[config.mk]
export PLATFORM = sky130hd
export DESIGN_NAME = mem_stage_flat
export DESIGN_NICKNAME = d
export VERILOG_FILES = /design/src/rtl/mem_stage_pkg.sv /design/src/rtl/mem_stage_if.sv /design/src/rtl/mem_stage_load_align.sv /design/src/rtl/mem_stage.sv /design/src/flat_wrapper.sv
export SDC_FILE = /design/constraint.sdc
export NUM_CORES = 1
export LEC_CHECK = 0
export ABC_AREA = 1
export BUFFER_PORTS_ARGS = -buffer_cell sky130_fd_sc_hd__buf_4
export CORE_AREA = 5 5 197 199
export DETAILED_ROUTE_END_ITERATION = 10
export DIE_AREA = 0 0 202 204
export GPL_ROUTABILITY_DRIVEN = 0
export MAX_ROUTING_LAYER = met4
export PLACE_DENSITY = 0.68
export SLEW_MARGIN = 20
export SYNTH_ARGS = -nofsm -noshare
export SYNTH_HDL_FRONTEND = slang
export SYNTH_HIERARCHICAL = 1
export SYNTH_SLANG_ARGS = --single-unit
[constraint.sdc]
create_clock -name clk -period 3.6 [get_ports clk]
set_input_delay 0.18 -clock clk [delete_from_list [all_inputs] [get_ports clk]]
set_output_delay 0.18 -clock clk [all_outputs]
set_load 0.03 [all_outputs]
[src/rtl/mem_stage_pkg.sv]
// Shared widths, bus layouts, mem_op bit positions and exception codes for the MEM stage.
package mem_stage_pkg;

  localparam int EX_INST_INFO = 195;
  localparam int MEM_TO_WB_WD = 180;
  localparam int MEM_TO_RF_WD = 104;

  // mem_op bit positions, {lb, lbu, lh, lhu, lw, sb, sh, sw}
  localparam int OP_LB  = 7;
  localparam int OP_LBU = 6;
  localparam int OP_LH  = 5;
  localparam int OP_LHU = 4;
  localparam int OP_LW  = 3;
  localparam int OP_SB  = 2;
  localparam int OP_SH  = 1;
  localparam int OP_SW  = 0;

  // exceptinfo[31:0] one-hot cause flags; any nonzero value kills the writeback
  localparam logic [31:0] EXC_INT  = 32'h0000_0001;
  localparam logic [31:0] EXC_ADEL = 32'h0000_0002;
  localparam logic [31:0] EXC_ADES = 32'h0000_0004;
  localparam logic [31:0] EXC_SYS  = 32'h0000_0008;
  localparam logic [31:0] EXC_BP   = 32'h0000_0010;
  localparam logic [31:0] EXC_RI   = 32'h0000_0020;
  localparam logic [31:0] EXC_OV   = 32'h0000_0040;
  localparam logic [31:0] EXC_ERET = 32'h0000_0080;

  localparam int HI_WE_BIT = 65;
  localparam int LO_WE_BIT = 32;

  typedef struct packed {
    logic [43:0] exceptinfo;
    logic [7:0]  mem_op;
    logic [65:0] hilo_bus;
    logic [31:0] pc;
    logic        ram_en;
    logic        ram_wen;
    logic [3:0]  ram_sel;
    logic        sel_rf_res;
    logic        rf_we;
    logic [4:0]  rf_waddr;
    logic [31:0] ex_result;
  } ex_bus_t;

  typedef struct packed {
    logic [43:0] exceptinfo;
    logic [65:0] hilo_bus;
    logic [31:0] pc;
    logic        rf_we;
    logic [4:0]  rf_waddr;
    logic [31:0] rf_wdata;
  } wb_bus_t;

  typedef struct packed {
    logic [65:0] hilo_bus;
    logic        rf_we;
    logic [4:0]  rf_waddr;
    logic [31:0] rf_wdata;
  } rf_bus_t;

endpackage

[src/rtl/mem_stage_if.sv]
// EX->MEM control/data inputs and MEM->WB / MEM->ID outputs of the memory stage.
interface mem_stage_if
  import mem_stage_pkg::*;
#(
  parameter int EX_BUS_W  = EX_INST_INFO,
  parameter int WB_BUS_W  = MEM_TO_WB_WD,
  parameter int FWD_BUS_W = MEM_TO_RF_WD
);
  logic                 flush;
  logic                 stall_mem;
  logic                 stall_ex;
  logic [EX_BUS_W-1:0]  ex_to_mem_bus;
  logic [31:0]          data_sram_rdata;
  logic [WB_BUS_W-1:0]  mem_to_wb_bus;
  logic [FWD_BUS_W-1:0] mem_to_rf_bus;
  logic                 mem_valid;

  modport master (
    output flush, stall_mem, stall_ex, ex_to_mem_bus, data_sram_rdata,
    input  mem_to_wb_bus, mem_to_rf_bus, mem_valid
  );

  modport slave (
    input  flush, stall_mem, stall_ex, ex_to_mem_bus, data_sram_rdata,
    output mem_to_wb_bus, mem_to_rf_bus, mem_valid
  );
endinterface

[src/rtl/mem_stage_load_align.sv]
// Combinational load-data alignment: picks the addressed byte/half/word and extends it.
module load_align
  import mem_stage_pkg::*;
(
  input  logic [7:0]  mem_op,
  input  logic [1:0]  addr,
  input  logic [31:0] rdata,
  output logic [31:0] data
);

  function automatic logic signed [31:0] sext8(input logic signed [7:0] b);
    return {{24{b[7]}}, b};
  endfunction

  function automatic logic signed [31:0] sext16(input logic signed [15:0] h);
    return {{16{h[15]}}, h};
  endfunction

  logic [7:0]  byte_sel;
  logic [15:0] half_sel;
  logic        unused_store_ops;

  assign byte_sel = rdata[{addr, 3'b000} +: 8];
  // halfword lane ignores addr[0]; misaligned halves are trapped upstream
  assign half_sel = rdata[{addr[1], 4'b0000} +: 16];
  assign unused_store_ops = ^mem_op[OP_SB:OP_SW];

  always_comb begin
    data = '0;
    if (mem_op[OP_LB])       data = sext8(byte_sel);
    else if (mem_op[OP_LBU]) data = {24'd0, byte_sel};
    else if (mem_op[OP_LH])  data = sext16(half_sel);
    else if (mem_op[OP_LHU]) data = {16'd0, half_sel};
    else if (mem_op[OP_LW])  data = rdata;
  end

endmodule

[src/rtl/mem_stage.sv]
// Memory-access pipeline stage: EX->MEM register, SRAM read-data hold buffer, load alignment, WB/ID buses.
module mem_stage
  import mem_stage_pkg::*;
#(
  parameter int EX_BUS_W  = EX_INST_INFO,
  parameter int WB_BUS_W  = MEM_TO_WB_WD,
  parameter int FWD_BUS_W = MEM_TO_RF_WD
)(
  input logic       clk,
  input logic       resetn,
  mem_stage_if.slave bus
);

  logic [EX_BUS_W-1:0] ex_bus_p1;
  logic                vld_p1;
  logic                first_p1;
  logic                buf_vld_p1;
  logic [31:0]         rdata_buf_p1;

  // Stage p1: MEM register, first-cycle flag and read-data capture
  always_ff @(posedge clk or negedge resetn) begin
    if (!resetn) begin
      ex_bus_p1    <= '0;
      vld_p1       <= 1'b0;
      first_p1     <= 1'b0;
      buf_vld_p1   <= 1'b0;
      rdata_buf_p1 <= '0;
    end else begin
      first_p1 <= 1'b0;
      if (bus.flush) begin
        ex_bus_p1  <= '0;
        vld_p1     <= 1'b0;
        buf_vld_p1 <= 1'b0;
      end else if (bus.stall_mem) begin
        // SRAM data is only guaranteed in the first MEM cycle; keep a copy for the hold
        if (first_p1) begin
          rdata_buf_p1 <= bus.data_sram_rdata;
          buf_vld_p1   <= 1'b1;
        end
      end else if (bus.stall_ex) begin
        ex_bus_p1  <= '0;
        vld_p1     <= 1'b0;
        buf_vld_p1 <= 1'b0;
      end else begin
        ex_bus_p1  <= bus.ex_to_mem_bus;
        vld_p1     <= 1'b1;
        first_p1   <= 1'b1;
        buf_vld_p1 <= 1'b0;
      end
    end
  end

  // Stage p1 outputs: align, gate and pack
  ex_bus_t     ex;
  logic [31:0] rdata_eff;
  logic [31:0] load_data;
  logic [31:0] rf_wdata;
  logic [65:0] hilo_gated;
  logic        kill;
  logic        unused_ram;
  wb_bus_t     wb;
  rf_bus_t     fwd;

  assign ex        = ex_bus_t'(ex_bus_p1);
  assign rdata_eff = buf_vld_p1 ? rdata_buf_p1 : bus.data_sram_rdata;

  load_align u_load_align (
    .mem_op (ex.mem_op),
    .addr   (ex.ex_result[1:0]),
    .rdata  (rdata_eff),
    .data   (load_data)
  );

  assign kill     = !vld_p1 || (ex.exceptinfo[31:0] != 32'd0);
  assign rf_wdata = ex.sel_rf_res ? load_data : ex.ex_result;

  always_comb begin
    hilo_gated = ex.hilo_bus;
    hilo_gated[HI_WE_BIT] = ex.hilo_bus[HI_WE_BIT] & ~kill;
    hilo_gated[LO_WE_BIT] = ex.hilo_bus[LO_WE_BIT] & ~kill;
  end

  assign wb.exceptinfo = ex.exceptinfo;
  assign wb.hilo_bus   = hilo_gated;
  assign wb.pc         = ex.pc;
  assign wb.rf_we      = ex.rf_we & ~kill;
  assign wb.rf_waddr   = ex.rf_waddr;
  assign wb.rf_wdata   = rf_wdata;

  // forwarding sees exactly the gated writeback fields
  assign fwd.hilo_bus  = wb.hilo_bus;
  assign fwd.rf_we     = wb.rf_we;
  assign fwd.rf_waddr  = wb.rf_waddr;
  assign fwd.rf_wdata  = wb.rf_wdata;

  assign unused_ram = ^{ex.ram_en, ex.ram_wen, ex.ram_sel};

  assign bus.mem_to_wb_bus = WB_BUS_W'(wb);
  assign bus.mem_to_rf_bus = FWD_BUS_W'(fwd);
  assign bus.mem_valid     = vld_p1;

endmodule
[src/flat_wrapper.sv]
// flat-port wrapper written by rule: the top's interface ports become plain ports
module mem_stage_flat import mem_stage_pkg::*;
#(
  parameter int EX_BUS_W  = EX_INST_INFO,
  parameter int WB_BUS_W  = MEM_TO_WB_WD,
  parameter int FWD_BUS_W = MEM_TO_RF_WD
)
  (clk, resetn, bus_flush, bus_stall_mem, bus_stall_ex, bus_ex_to_mem_bus, bus_data_sram_rdata, bus_mem_to_wb_bus, bus_mem_to_rf_bus, bus_mem_valid);
  mem_stage_if #(.EX_BUS_W(EX_BUS_W), .WB_BUS_W(WB_BUS_W), .FWD_BUS_W(FWD_BUS_W)) bus_i ();
  input logic clk;
  input logic resetn;
  input wire logic [$bits(bus_i.flush)-1:0] bus_flush;
  input wire logic [$bits(bus_i.stall_mem)-1:0] bus_stall_mem;
  input wire logic [$bits(bus_i.stall_ex)-1:0] bus_stall_ex;
  input wire logic [$bits(bus_i.ex_to_mem_bus)-1:0] bus_ex_to_mem_bus;
  input wire logic [$bits(bus_i.data_sram_rdata)-1:0] bus_data_sram_rdata;
  output wire logic [$bits(bus_i.mem_to_wb_bus)-1:0] bus_mem_to_wb_bus;
  output wire logic [$bits(bus_i.mem_to_rf_bus)-1:0] bus_mem_to_rf_bus;
  output wire logic [$bits(bus_i.mem_valid)-1:0] bus_mem_valid;
  assign bus_i.flush = bus_flush;
  assign bus_i.stall_mem = bus_stall_mem;
  assign bus_i.stall_ex = bus_stall_ex;
  assign bus_i.ex_to_mem_bus = bus_ex_to_mem_bus;
  assign bus_i.data_sram_rdata = bus_data_sram_rdata;
  assign bus_mem_to_wb_bus = bus_i.mem_to_wb_bus;
  assign bus_mem_to_rf_bus = bus_i.mem_to_rf_bus;
  assign bus_mem_valid = bus_i.mem_valid;
  mem_stage #(.EX_BUS_W(EX_BUS_W), .WB_BUS_W(WB_BUS_W), .FWD_BUS_W(FWD_BUS_W)) u_core (.clk(clk), .resetn(resetn), .bus(bus_i));
endmodule
=== Word level (Yosys, flattened, before mapping) ===
Index checks and enable logic that the tools add are counted.

* Reductions and logical operators: 4
* Bitwise logic cells: 5
* Multiplexer cells: 18
* Equal/unequal tests: 2
* Shift-type cells: 2

{| class="wikitable"
|+ Operator list
! operator !! count
|-
| $mux W195 || 3
|-
| $mux W32 || 7
|-
| $reduce_bool A32 Y1 || 1
|-
| $shiftx A32 B6 Y16 || 1
|-
| $shiftx A32 B6 Y8 || 1
|-
| $mux W1 || 8
|-
| $and A1 B1 Y1 || 3
|-
| $ne A3 B2 Y1 const B || 1
|-
| $reduce_and A3 Y1 || 1
|-
| $ne A2 B2 Y1 const B || 1
|-
| $not A1 Y1 || 2
|-
| $logic_not A1 Y1 || 1
|-
| $logic_or A1 B1 Y1 || 1
|}

* Bits in registers: 230
* Word-level logic and storage cells: 36
* Output and inout bits: 285

=== Longest topological paths before layout ===
* Depth after elaboration: 7
* Mapped depth: 14

=== Cells and area by module ===
Netlist, hierarchy kept.

{| class="wikitable"
|+ By module, submodules not included
! module !! cells an instance !! area each (um^2) !! times used !! sequential area each (um^2)
|-
| mem_stage || 1,067 || 10,716.5 || 1 || 5,605.4
|-
| load_align || 228 || 1,019.7 || 1 || 0.0
|}

=== Worst setup path before layout ===
Ideal clock, no wire load.

* Kind: register to output
* Start point: register u_core.buf_vld_p1
* End point: output port bus_mem_to_wb_bus[20]
* Cell stages (with the launch flop): 15
* Setup slack: 1.168 ns
* Data required time: 3.420 ns
* Arrival time: 2.252 ns
* Path through: dfrtp_1 clkbuf_1 clkbuf_1 nand2_1 o21ai_0 inv_1 nand2_1 nand3_1 nand2_2 nand2_4 buf_6 nand2_1 nand2_1 o21ai_0 buf_4

* Elaborated cells between the ends (all ways): 9
* Those cells by class: shift (2); mux (7)

{| class="wikitable"
|+ RTL lines
! what !! RTL line !! text
|-
| start: declaration || mem_stage.sv:17 || <nowiki>logic buf_vld_p1;</nowiki>
|-
| start signal: assignment || mem_stage.sv:26 || <nowiki>buf_vld_p1 <= 1'b0;</nowiki>
|-
| start signal: assignment || mem_stage.sv:33 || <nowiki>buf_vld_p1 <= 1'b0;</nowiki>
|-
| start signal: assignment || mem_stage.sv:38 || <nowiki>buf_vld_p1 <= 1'b1;</nowiki>
|-
| $mux W32 * || mem_stage.sv:65 || <nowiki>assign rdata_eff = buf_vld_p1 ? rdata_buf_p1 : bus.data_sram_rdata;</nowiki>
|-
| net u_core.rdata_eff[15] || mem_stage.sv:55 || <nowiki>logic [31:0] rdata_eff;</nowiki>
|-
| $shiftx A32 B6 Y16 || mem_stage_load_align.sv:25 || <nowiki>assign half_sel = rdata[{addr[1], 4'b0000} +: 16];</nowiki>
|-
| $mux W32 || mem_stage_load_align.sv:32 || <nowiki>else if (mem_op[OP_LH]) data = sext16(half_sel);</nowiki>
|-
| $mux W32 || mem_stage_load_align.sv:31 || <nowiki>else if (mem_op[OP_LBU]) data = {24'd0, byte_sel};</nowiki>
|-
| $mux W32 * || mem_stage_load_align.sv:30 || <nowiki>if (mem_op[OP_LB]) data = sext8(byte_sel);</nowiki>
|-
| net u_core.load_data[20] || mem_stage.sv:56 || <nowiki>logic [31:0] load_data;</nowiki>
|-
| $mux W32 * || mem_stage.sv:75 || <nowiki>assign rf_wdata = ex.sel_rf_res ? load_data : ex.ex_result;</nowiki>
|-
| end: declaration || flat_wrapper.sv:17 || <nowiki>output wire logic [$bits(bus_i.mem_to_wb_bus)-1:0] bus_mem_to_wb_bus;</nowiki>
|}

The timed path passes the listed nets; every way through them passes the cells marked *.

=== Worst setup path in the final report ===
* Start point: register u_core.buf_vld_p1
* End point: output port bus_mem_to_wb_bus[25]

The elaborated chain is that of the path after synthesis.

==> impl.org <==
** Timing
- Max-slew headroom at the worst pin :: 0.288
- Largest clock skew in the final design :: 0.00610 ns
- The worst path meets setup with roughly 0.37 ns of slack.
- The hold violation count in the final report is 0.
- On the final layout, the worst hold slack is 0.0875 ns.
- Final setup viols :: 0
- Fraction of the cycle the final worst path needs :: 0.897
- Unrepaired setup endpoints after global routing :: false
- The number of max-slew violations in the final report is 0.
- For the pin with the worst max-slew slack, the measured transition is 1.07 ns.
- Maximum clock rate :: a little over 300 MHz
- Final sum of negative setup slack :: 0 ns
- The worst path in the final design needs a cycle of about 3.2 ns, including I/O delays and setup.

** CTS
- Hold_buf cts :: ~220
- CTS resizes :: 0
- Num Clock Sinks :: between 200 and 250
- TritonCTS built the clock tree.
- Clock Latency Late Sink :: 0.53 ns
- Post-CTS Repair Setup Buffers :: 0
- In this run the number of H-tree levels came out at 1.
- After clock tree synthesis, the clock-pin slew on the worst setup and hold paths is roughly 0.060 ns.
- Total clock buffers created by CTS :: 25
- Clk buf depth :: 3
- Clock tree synthesis selected as its root buffer the cell clkbuf_16.

** Global routing
- Most Used Layer, Global Route :: met2
- GRT met1 Usage :: 0.239
- Via count of the first global-routing pass :: ~11000
- Largest net degree at the start of global routing :: 150
- Overall track demand over capacity in global routing :: 0.191
- The first global-routing pass estimated 61.9 mm of wire.
- The initial antenna violation count is 3.
- For met3 alone, demand over resource in global routing was 0.0481.
- Met2 demand-to-capacity share in global routing :: 0.310
- After global routing the overflow that remains totals 0.

** Cells and area
- The top cell types in the final layout, fill and taps aside, are 514 x buf_4, 246 x nand2_1, 220 x dfrtp_1.
- Layout overhead on the synthesized area :: 45.6%
- Commonest non-fill, non-tap cell in the layout :: buf_4
- Net count of the finished layout :: between 1500 and 2000
- Ratio of cells with drive above 1 in the final layout :: 0.328
- Number of cells in the finished layout apart from fillers :: about 2200

** Status
- The run finished with clean final reports.

** Critical path
- Origin of the worst setup path :: u_core/buf_vld_p1$_DFFE_PN0P_
- Startpoint of the worst register-to-register path :: u_core/ex[38]$_DFFE_PN0N_
- Setup slack on the worst reg-to-reg path comes out at 2.21 ns.
- Traced cell by cell, the critical path runs through o21ai_0 -> inv_1 -> nand2_1 -> nand3_1 -> nand2_2 -> nand2_4 -> nand2_1 -> nand2_1 -> o21ai_0 -> buf_4.
- Kind of critical path :: reg2out
- The critical path crosses 10 cells after its start point.
- The largest individual stage delay along the critical path comes from the cell dfrtp_1.
- Maximum fanout encountered on the critical timing path :: 26
- Critical Path End Type :: output pin
- Startpoint type of the worst setup path :: flip-flop
- On the critical path the largest part of the delay comes from flip-flops.
- Crit path top cell by count :: nand2_1
- Worst stage delay on the critical path :: slightly above 0.8 ns
- For the worst setup path, the data arrival time is roughly 3.1 ns.
- Number of cells on the worst reg-to-reg path :: 1
- STA puts the critical path data required time at between 3 and 4 ns.
- The critical path contains buffers and inverters numbering 2 combined.

** Die
- DIE WIDTH :: about 200 um
- I/O pin cnt :: about 520
- The initialized floorplan defines 71 standard-cell rows.
- In this run the standard cell core region covers about 0.037 mm^2.
- Area of the die :: ~0.04 mm^2
- Initial core utilization :: 0.314
- Measured along the y axis, the die boundary spans a little over 200 um.

** Route
- DRC Markers :: 0
- Drt first pass iters :: 5
- In the final routed layout, each cell accounts on average for 18.2 um.
- In this run the remaining antenna-violating nets after routing total 0.
- The routed design has 40.5 mm of wire.
- Using the TritonRoute via totals, the vias-per-cell ratio works out to 4.71.
- DR iter-0 viols :: just over 700
- Vias after detailed routing :: about 10000

** Placement
- Placement Setup Slack :: roughly 0.95 ns
- Estimated wirelength of the detail-placed design :: approximately 27 mm
- Input/output buffers :: 507
- Number of instances in the placed design :: about 2000

** Job
- Max-capacitance violation count :: 0

** Logic synthesis
- In the synthesized netlist, the number of instances is ~1300.
- Synthesis warning total :: 6
- Synthesized area per cell :: ~9 um^2
- Nets in the synthesized netlist :: 1521
- Post-synthesis instance area :: roughly 0.012 mm^2

** Power and ir drop
- Summed over all cells, the static leakage comes to roughly 8.8 nW.
- Power comes to between 6 and 7 mW.
- Power Density :: around 400 mW/mm^2
- Across the VDD grid, the largest voltage drop is about 0.26 mV.

** Worst hold path
- The tightest min-delay check is of the in2reg type.
- Along the worst hold path, the cell count comes to 4.
- Worst Hold Launch :: bus_stall_ex
## per-stage QoR
stage,utilization,area [um^2]
floorplan,-,11600
global route,0.457,16900
global placement,0.376,13900
CTS,0.457,16900
detailed placement,0.376,13900
finish,0.457,16900
## sequential cells by signal, indices dropped and copies added, names as in the netlist
signal                cells
u_core/rdata_buf_p1      32
u_core/ex               186
u_core/bus.mem_valid      1
u_core/buf_vld_p1         1
u_core/first_p1           1
## layout make-up
class	instances	area, um^2
clock buffers	38	754
clock inverters	8	68.8
fillers	3323	20100
flip-flops and latches	221	5530
multi-input cells	655	3520
inverters	89	339
diodes	2	5.00
repair buffers	737	6130
well taps	474	593
## routing by layer
| metal | vias to the layer above | wire length (um) | share of wire |
|---|---|---|---|
| met5 | - | 0 | 0 |
| met4 | 0 | 1140 | 0.028 |
| met3 | 71 | 3180 | 0.078 |
| met2 | 466 | 19600 | 0.48 |
| met1 | 5034 | 16600 | 0.41 |
| li1 | 4910 | - | - |
## final timing paths
path / end
worst min-delay path: u_core/bus.mem_valid$_DFFE_PN0N_
max in group asynchronous: u_core/ex[108]$_DFFE_PN0N_
worst max-delay path: bus_mem_to_wb_bus[25]
worst max register to register: u_core/ex[38]$_DFFE_PN0N_
min in group asynchronous: u_core/ex[33]$_DFFE_PN0N_
worst min register to register: u_core/rdata_buf_p1[29]$_DFFE_PN0P_
## power breakdown
| part | internal, mW | total, mW | switching [mW] |
|---|---|---|---|
| Sequential | 2.64 | 2.76 | 0.118 |
| Clock | 1.51 | 2.56 | 1.05 |
| Combinational | 0.611 | 1.35 | 0.735 |
Power figures use the tool's default switching activity.
